**config.mk**
```make
export PLATFORM = sky130hd
export DESIGN_NAME = mealy_out_packer_flat
export DESIGN_NICKNAME = d
export VERILOG_FILES = /design/src/rtl/mealy_out_packer_if.sv /design/src/rtl/mealy_out_packer.sv /design/src/flat_wrapper.sv
export SDC_FILE = /design/constraint.sdc
export NUM_CORES = 1
export LEC_CHECK = 0
export CELL_PAD_IN_SITES_DETAIL_PLACEMENT = 1
export CELL_PAD_IN_SITES_GLOBAL_PLACEMENT = 1
export CORE_MARGIN = 3
export CORE_UTILIZATION = 50
export CTS_CLUSTER_DIAMETER = 60
export DETAILED_ROUTE_END_ITERATION = 6
export HOLD_SLACK_MARGIN = 0.15
export PLACE_DENSITY_LB_ADDON = 0.12
export SLEW_MARGIN = 20
export SYNTH_ARGS = -nofsm -noshare
export SYNTH_HDL_FRONTEND = slang
export SYNTH_SLANG_ARGS = --single-unit
```
**constraint.sdc**
```tcl
create_clock -name Clk -period 6.1 [get_ports Clk]
set_input_delay 1.525 -clock Clk [delete_from_list [all_inputs] [get_ports Clk]]
set_output_delay 1.525 -clock Clk [all_outputs]
set_load 0.01 [all_outputs]
```
**src/rtl/mealy_out_packer_if.sv**
```systemverilog
// Handshake bundle for mealy_out_packer: pair-capture inputs on one side and
// the FWFT word FIFO on the other. out_parity exists only with MEALY_PACKER_PARITY_EN.
interface mealy_out_packer_if #(
  parameter int DEPTH = 4
);
  logic                       en;
  logic                       b1;
  logic                       b2;
  logic                       flush;
  logic [7:0]                 out_data;
  logic                       out_valid;
  logic                       out_ready;
  logic [$clog2(DEPTH):0]     fifo_count;
  logic                       overflow;
`ifdef MEALY_PACKER_PARITY_EN
  logic                       out_parity;
`endif

  modport master (
    output en, b1, b2, flush, out_ready,
`ifdef MEALY_PACKER_PARITY_EN
    input  out_parity,
`endif
    input  out_data, out_valid, fifo_count, overflow
  );

  modport slave (
    input  en, b1, b2, flush, out_ready,
`ifdef MEALY_PACKER_PARITY_EN
    output out_parity,
`endif
    output out_data, out_valid, fifo_count, overflow
  );
endinterface

```
**src/rtl/mealy_out_packer.sv**
```systemverilog
// Packs four {b2,b1} Mealy output pairs into a byte and queues it in a FWFT FIFO.
// Define MEALY_PACKER_PARITY_EN to add out_parity (XOR of out_data).
module mealy_out_packer #(
  parameter int DEPTH = 4
) (
  input  logic                Clk,
  input  logic                reset,
  mealy_out_packer_if.slave   bus
);

  localparam int PW = (DEPTH > 1) ? $clog2(DEPTH) : 1;
  localparam int CW = $clog2(DEPTH) + 1;

  typedef enum logic [1:0] {SLOT0, SLOT1, SLOT2, SLOT3} slot_e;

  slot_e           slot_q, slot_d;
  logic [5:0]      partial_q, partial_d;
  logic            complete;
  logic [1:0]      pair;
  logic [7:0]      word;

  logic [7:0]      mem [DEPTH];
  logic [PW-1:0]   rd_ptr_q, wr_ptr_q;
  logic [CW-1:0]   count_q;
  logic            overflow_q;
  logic            full, empty, pop, push, drop;

  assign pair = {bus.b2, bus.b1};
  assign word = {pair, partial_q};

  // NOTE: state registers use non-blocking assignments so every flop samples
  // pre-edge values regardless of process ordering.
  always_ff @(posedge Clk or negedge reset) begin
    if (!reset) begin
      slot_q    <= SLOT0;
      partial_q <= '0;
    end else begin
      slot_q    <= slot_d;
      partial_q <= partial_d;
    end
  end

  // NOTE: every always_comb output gets a default first so no path leaves it
  // unassigned, which would otherwise infer a latch.
  always_comb begin
    slot_d    = slot_q;
    partial_d = partial_q;
    complete  = 1'b0;
    if (bus.flush) begin
      slot_d    = SLOT0;
      partial_d = '0;
    end else if (bus.en) begin
      unique case (slot_q)
        SLOT0: begin partial_d[1:0] = pair; slot_d = SLOT1; end
        SLOT1: begin partial_d[3:2] = pair; slot_d = SLOT2; end
        SLOT2: begin partial_d[5:4] = pair; slot_d = SLOT3; end
        SLOT3: begin
          complete  = 1'b1;
          partial_d = '0;
          slot_d    = SLOT0;
        end
        default: slot_d = SLOT0;
      endcase
    end
  end

  assign empty = (count_q == '0);
  assign full  = (count_q == CW'(DEPTH));
  assign pop   = bus.out_ready && !empty;
  // A full FIFO still accepts a word when the head leaves on the same edge.
  assign push  = complete && (!full || pop);
  assign drop  = complete && full && !pop;

  always_ff @(posedge Clk or negedge reset) begin
    if (!reset) begin
      rd_ptr_q   <= '0;
      wr_ptr_q   <= '0;
      count_q    <= '0;
      overflow_q <= 1'b0;
    end else begin
      if (pop)  rd_ptr_q <= rd_ptr_q + PW'(1);
      if (push) wr_ptr_q <= wr_ptr_q + PW'(1);
      unique case ({push, pop})
        2'b10:   count_q <= count_q + CW'(1);
        2'b01:   count_q <= count_q - CW'(1);
        default: count_q <= count_q;
      endcase
      if (drop) overflow_q <= 1'b1;
    end
  end

  // NOTE: the storage array has no reset; empty-gating of out_data hides its
  // contents until a word has been written.
  always_ff @(posedge Clk) begin
    if (push) mem[wr_ptr_q] <= word;
  end

  assign bus.out_valid  = !empty;
  assign bus.out_data   = empty ? 8'h00 : mem[rd_ptr_q];
  assign bus.fifo_count = count_q;
  assign bus.overflow   = overflow_q;
`ifdef MEALY_PACKER_PARITY_EN
  assign bus.out_parity = ^bus.out_data;
`endif

endmodule

```
**src/flat_wrapper.sv**
```systemverilog
// flat-port wrapper written by rule: the top's interface ports become plain ports
module mealy_out_packer_flat 
#(
  parameter int DEPTH = 4
)
  (Clk, reset, bus_en, bus_b1, bus_b2, bus_flush, bus_out_ready, bus_out_data, bus_out_valid, bus_fifo_count, bus_overflow);
  mealy_out_packer_if #(.DEPTH(DEPTH)) bus_i ();
  input  logic Clk;
  input  logic reset;
  input wire logic [$bits(bus_i.en)-1:0] bus_en;
  input wire logic [$bits(bus_i.b1)-1:0] bus_b1;
  input wire logic [$bits(bus_i.b2)-1:0] bus_b2;
  input wire logic [$bits(bus_i.flush)-1:0] bus_flush;
  input wire logic [$bits(bus_i.out_ready)-1:0] bus_out_ready;
  output wire logic [$bits(bus_i.out_data)-1:0] bus_out_data;
  output wire logic [$bits(bus_i.out_valid)-1:0] bus_out_valid;
  output wire logic [$bits(bus_i.fifo_count)-1:0] bus_fifo_count;
  output wire logic [$bits(bus_i.overflow)-1:0] bus_overflow;
  assign bus_i.en = bus_en;
  assign bus_i.b1 = bus_b1;
  assign bus_i.b2 = bus_b2;
  assign bus_i.flush = bus_flush;
  assign bus_i.out_ready = bus_out_ready;
  assign bus_out_data = bus_i.out_data;
  assign bus_out_valid = bus_i.out_valid;
  assign bus_fifo_count = bus_i.fifo_count;
  assign bus_overflow = bus_i.overflow;
  mealy_out_packer #(.DEPTH(DEPTH)) u_core (.Clk(Clk), .reset(reset), .bus(bus_i));
endmodule
```
# Yosys cells after proc, flatten, opt, wreduce, memory -nomap -nowiden
# Memory sizes are Yosys's and may differ from the RTL's.
# Index checks and enable logic that the tools add are counted.
[op_classes] n_addsub=4 n_eq_ne=6 mux=15 n_reduce_logical=18
[op_table] cell="6-bit two-way mux" count=2
[op_table] cell="2-bit case mux with 2 select lines" count=3
[op_table] cell="3-bit nonzero test" count=3
[op_table] cell="8-bit two-way mux" count=1
[op_table] cell="2-bit case mux with 4 select lines" count=1
[op_table] cell="2-bit equality test, second input constant" count=3
[op_table] cell="3-bit case mux with 2 select lines" count=1
[op_table] cell="2-bit AND reduction" count=3
[op_table] cell="1-bit two-way mux" count=5
[op_table] cell="2-bit by 1-bit adder with 2-bit output, second input constant" count=2
[op_table] cell="2-bit by 1-bit equality test with 1-bit output, second input constant" count=2
[op_table] cell="1-bit logical AND" count=4
[op_table] cell="2-bit two-way mux" count=2
[op_table] cell="2-bit nonzero test" count=2
[op_table] cell="3-bit by 1-bit adder with 3-bit output, second input constant" count=1
[op_table] cell="3-bit equality test, second input constant" count=1
[op_table] cell="1-bit logical NOT" count=3
[op_table] cell="3-bit logical NOT" count=1
[op_table] cell="3-bit by 1-bit subtractor with 3-bit output, second input constant" count=1
[op_table] cell="2-bit logical NOT" count=1
[op_table] cell="1-bit logical OR" count=1
[word_totals] register_bits=16 ramBits=32 inputBits=7 output_inout_bits=13 elab_cells=52 memories=1
[mem_list] name="u_core.mem" words=4 word_bits=8 rd=1 rd_ports_with_merged_regs=0 wr=1 line="mealy_out_packer.sv:22" source="logic [7:0] mem [DEPTH];"

# Longest topological paths before layout
[depth] word_depth=7 mapped_depth=10 mapped_depth_nobuf=10

# Least setup slack after synthesis
# Ideal clock, no wire load.
[synth_path] path_type="input to register" startpoint="input port bus_out_ready" endpoint="register u_core.count_q[2] (netlist: u_core.bus.fifo_count[2])" setup_time_ps=79 t_arrival_ps=2900 slack_ps=3121 cell_stages=9 n_path_buf=0 cell_sequence="nor4b_4 > nor3_4 > inv_1 > ha_1 > inv_1 > fa_1 > xor2_1 > nor2_1 > xor2_1"
[synth_between] elab_chain_cells=5 word_cells_on_any_way=7 cone_classes="2 x eq/ne; 1 x mux; 4 x reduce/logical"
[synth_rtl] element="from (decl)" line="flat_wrapper.sv:14" source="input wire logic [$bits(bus_i.out_ready)-1:0] bus_out_ready;"
[synth_rtl] element="1-bit logical AND *" line="mealy_out_packer.sv:69" source="assign pop = bus.out_ready && !empty;"
[synth_rtl] element="1-bit logical OR" line="mealy_out_packer.sv:71" source="assign push = complete && (!full || pop);"
[synth_rtl] element="1-bit logical AND" line="mealy_out_packer.sv:71"
[synth_rtl] element="2-bit by 1-bit equality test with 1-bit output or 2-bit equality test (tied branches)" line="mealy_out_packer.sv:83" source="unique case ({push, pop})"
[synth_rtl] element="3-bit case mux with 2 select lines or 2-bit nonzero test (tied branches)"
[synth_rtl] element="to (signal assigned)" line="mealy_out_packer.sv:84" source="2'b10: count_q <= count_q + CW'(1);"
[synth_rtl] element="to (signal assigned)" line="mealy_out_packer.sv:85" source="2'b01: count_q <= count_q - CW'(1);"
[synth_rtl] element="to (signal assigned)" line="mealy_out_packer.sv:86" source="default: count_q <= count_q;"
[synth_rtl] element="to (decl)" line="mealy_out_packer.sv:24" source="logic [CW-1:0] count_q;"
# Every way passes the cells marked *; elsewhere a longest branch is shown, timed or not.
# A chain may end at the register's enable or synchronous reset.

# Final worst setup path
[layout_path] startpoint="register u_core.rd_ptr_q[0]" endpoint="output port bus_out_data[0]"
[layout_between] elab_chain_cells=2
[layout_rtl] element="from (decl)" line="mealy_out_packer.sv:23" source="logic [PW-1:0] rd_ptr_q, wr_ptr_q;"
[layout_rtl] element="from (signal assigned)" line="mealy_out_packer.sv:81" source="if (pop) rd_ptr_q <= rd_ptr_q + PW'(1);"
[layout_rtl] element="memory read 4 x 8 bit"
[layout_rtl] element="8-bit two-way mux" line="mealy_out_packer.sv:99" source="assign bus.out_data = empty ? 8'h00 : mem[rd_ptr_q];"
[layout_rtl] element="to (decl)" line="flat_wrapper.sv:15" source="output wire logic [$bits(bus_i.out_data)-1:0] bus_out_data;"
# No other way between the ends.

==> results_dict.tcl <==
set metrics [dict create \
    avgSynthCellArea_um2 16.15 \
    critPathBufInv 1 \
    worst_pin_slew_ns 0.7714 \
    slowest_stage "dfrtp_1" \
    areaGrowthSynthToFinish_pct 14.08 \
    crit_type "flip-flop to output pin" \
    grt_max_degree 17 \
    grt_usage 0.1824 \
    htreeDepth 2 \
    power_mw 0.9409 \
    multi_input_area_um2 700.7 \
    vias 1147 \
    fp-row-count 23 \
    ys_top_cells_by_area "edfxtp_1 (45%), dfrtp_1 (19%), mux4_2 (8.5%)" \
    dp.final_hpwl_um 2905 \
    drt_iter0_markers 71 \
    hold_violations 0 \
    synth_cells 132 \
    clock-sinks 48 \
    muxShareOfSynthArea 0.09624 \
    cp_data_required_time_ns 4.58 \
    clk_latency_ns 0.30 \
    die_h_um 71.30 \
    num_antenna_cells 0 \
    slowest_delay_ns 0.75 \
    synth_top_family_by_area "simple AND/OR/NAND/NOR gates" \
    wl_um 4084 \
    start_util 0.5254 \
    synthesis.nets 150 \
    synth_fa_ha_area_frac 0.06808 \
    startpoint_type "flip-flop" \
    wl_per_cell_um 20.02 \
    path_delay_family "flip-flops" \
    rsz0062_at_grt "false" \
    path_max_fanout 10 \
    maxSlewHeadroom 0.4841 \
    fmax_ghz 0.2614 \
    drv_slew 0 \
    root_buffer "clkbuf_8" \
    yosysWarnings 0 \
    port_buffers 19 \
    fin_nets 171 \
    routed_via_density 5.623 \
    grt_pass1_wl_um 6872 \
    finClkSkew_ns 0.003780 \
    grt_pass1_vias 1318 \
    vdd_ir_drop_max_v 0.0001653 \
    fin_crit_ns 3.826 \
    seq_area_um2 1361 \
    die-area_um2 5084 \
    drc 0 \
    yosys.area_share.simple 0.1015 \
    fp.dieW_um 71.30 \
    crit_path_end_kind "output pin" \
    dr.pass1.iters 4 \
    power_density_nw_per_um2 386.8 \
    final.fill_count 385 \
    crit_path_cell_trace "mux4_2 -> and2_1 -> clkdlybuf4s50_1" \
    syn_area_um2 2132 \
    ctsResizeCount 0 \
    seq_area_frac_synth 0.6385 \
    setup_viol 0 \
    cts_made_buffers 5 \
    ys_ff_latch 48 \
    crit_arrival_ns 2.30 \
    yosys.area_share.xor_xnor 0.02465 \
    drive_gt1_frac 0.1688 \
    drv_cap 0 \
    netlist-cell-type-count 28 \
    synth_top_area_share 0.4507 \
    timing.final.crit_share 0.6272 \
    cts_tree "yes" \
    p_leak_nw 0.9138 \
    placed_cell_area_um2 2345 \
    ant_nets 0 \
    synth_compound_area_frac 0.03815 \
    yosysTopAreaCell "edfxtp_1" \
    gp_congestion 0.7054 \
    cts_hold_buf 0 \
    core_area_um2 4058 \
    grt_overflow 0 \
    pin_count 20 \
    fin_area_um2 2432 \
    status "finished clean" \
    clock_path_buffers 2 \
    antenna_found_initial 0 \
    cts.clk_slew.worst_paths_ns 0.09 \
    setup_tns_ns 0 \
    hold_path.class "flip-flop to flip-flop" \
    cts_setup_buffers 0 \
]
-- path summary, 6_finish.rpt --
path,from,end,slack [ns],cells after the start
worst max-delay path,u_core.rd_ptr_q[0],bus_out_data[0],2.27,3
worst max register to register,u_core.slot_q[1],u_core.bus.fifo_count[2],3.92,10
min in group asynchronous,reset,u_core.rd_ptr_q[1],1.67,1
worst min register to register,u_core.bus.overflow,u_core.bus.overflow,0.51,1
max in group asynchronous,reset,u_core.partial_q[0],3.95,1
worst min-delay path,u_core.bus.overflow,u_core.bus.overflow,0.51,1
-- report_power, final --
part,switching (mW),internal [mW]
Clock,0.106,0.0792
Combinational,0.122,0.197
Sequential,0.0619,0.375
Total,0.290,0.651
-- cells by family (layout without fill, tap and decap cells) --
| kind of cell | count (synthesis) | after routing |
|---|---|---|
| buffers and inverters | 13 | 35 |
| xor gates and xnor gates | 6 | 6 |
| and+or+nand+nor | 32 | 32 |
| adders and majority gates | 11 | 11 |
| AOI/OAI and AO/OA | 12 | 12 |
| muxes | 10 | 10 |
| DFF | 48 | 48 |
-- flip-flops by register name, summed over array words and instances, names as in the netlist --
name                   count
u_core.mem                32
u_core.partial_q           6
u_core.bus.fifo_count      3
u_core.rd_ptr_q            2
u_core.slot_q              2
u_core.wr_ptr_q            2
u_core.bus.overflow        1
-- worst reg2reg max path: stages, from the launching register on --
cell,delay (ns)
dfrtp_1,0.41
ha_1,0.26
nand2_1,0.13
nor3_4,0.32
inv_1,0.08
ha_1,0.23
inv_1,0.08
fa_1,0.17
xor2_1,0.16
nor2_1,0.07
xor2_1,0.15
-- per-stage QoR --
stage / util / instances / hold slack (ns) / setup slack [ns]
after floorplan: - / 132 / 0.4763 / 3.121
after global placement: 0.5779 / 196 / 0.4830 / 2.502
after detailed placement: 0.5779 / 196 / 0.4818 / 2.377
after CTS: 0.5994 / 204 / 0.5071 / 2.189
after global routing: 0.5994 / 204 / 0.5404 / 2.111
final: 0.5994 / 204 / 0.5068 / 2.274
-- final cells by class --
cell class	count	area share
Timing Repair Buffer	19	0.07819
Tap cell	50	0.02572
Clock inverter	3	0.007716
Multi-Input combinational cell	71	0.2881
Clock buffer	5	0.02829
Sequential cell	48	0.5597
Inverter	8	0.01235
-- per-layer routing --
metal,GRT usage,wire length [um],vias up
met5,0,0,-
li1,-,-,517
met4,0.05846,66,0
met2,0.3194,2150,28
met1,0.2217,1704,595
met3,0.04488,162,7
-- cell usage after synthesis (all sizes together) --
cell type  number
and3b           2
nor3            1
and2           13
clkbuf          1
edfxtp         32
nor2           11
inv             8
dfrtp          16
a211oi          1
mux4            8
buf             4
a21o            1
xnor2           3
fa              1
or3             1
mux2            1
mux2i           1
nor4b           1
ha             10
a22oi           6
nand2           2
nand3           1
o21ai           4
xor2            3
-- cells in the final DEF (no fill, tap or decap), drive strengths merged --
master / n
a211oi: 1
fa: 1
nor3: 1
mux2i: 1
a22oi: 6
nand2: 2
clkinvlp: 2
clkdlybuf4s50: 19
clkbuf: 5
or3: 1
nor2: 11
mux2: 1
and2: 13
and3b: 2
a21o: 1
inv: 8
mux4: 8
nor4b: 1
nand3: 1
o21ai: 4
ha: 10
dfrtp: 16
xor2: 3
clkinv: 1
xnor2: 3
edfxtp: 32
Power figures use the tool's default switching activity.
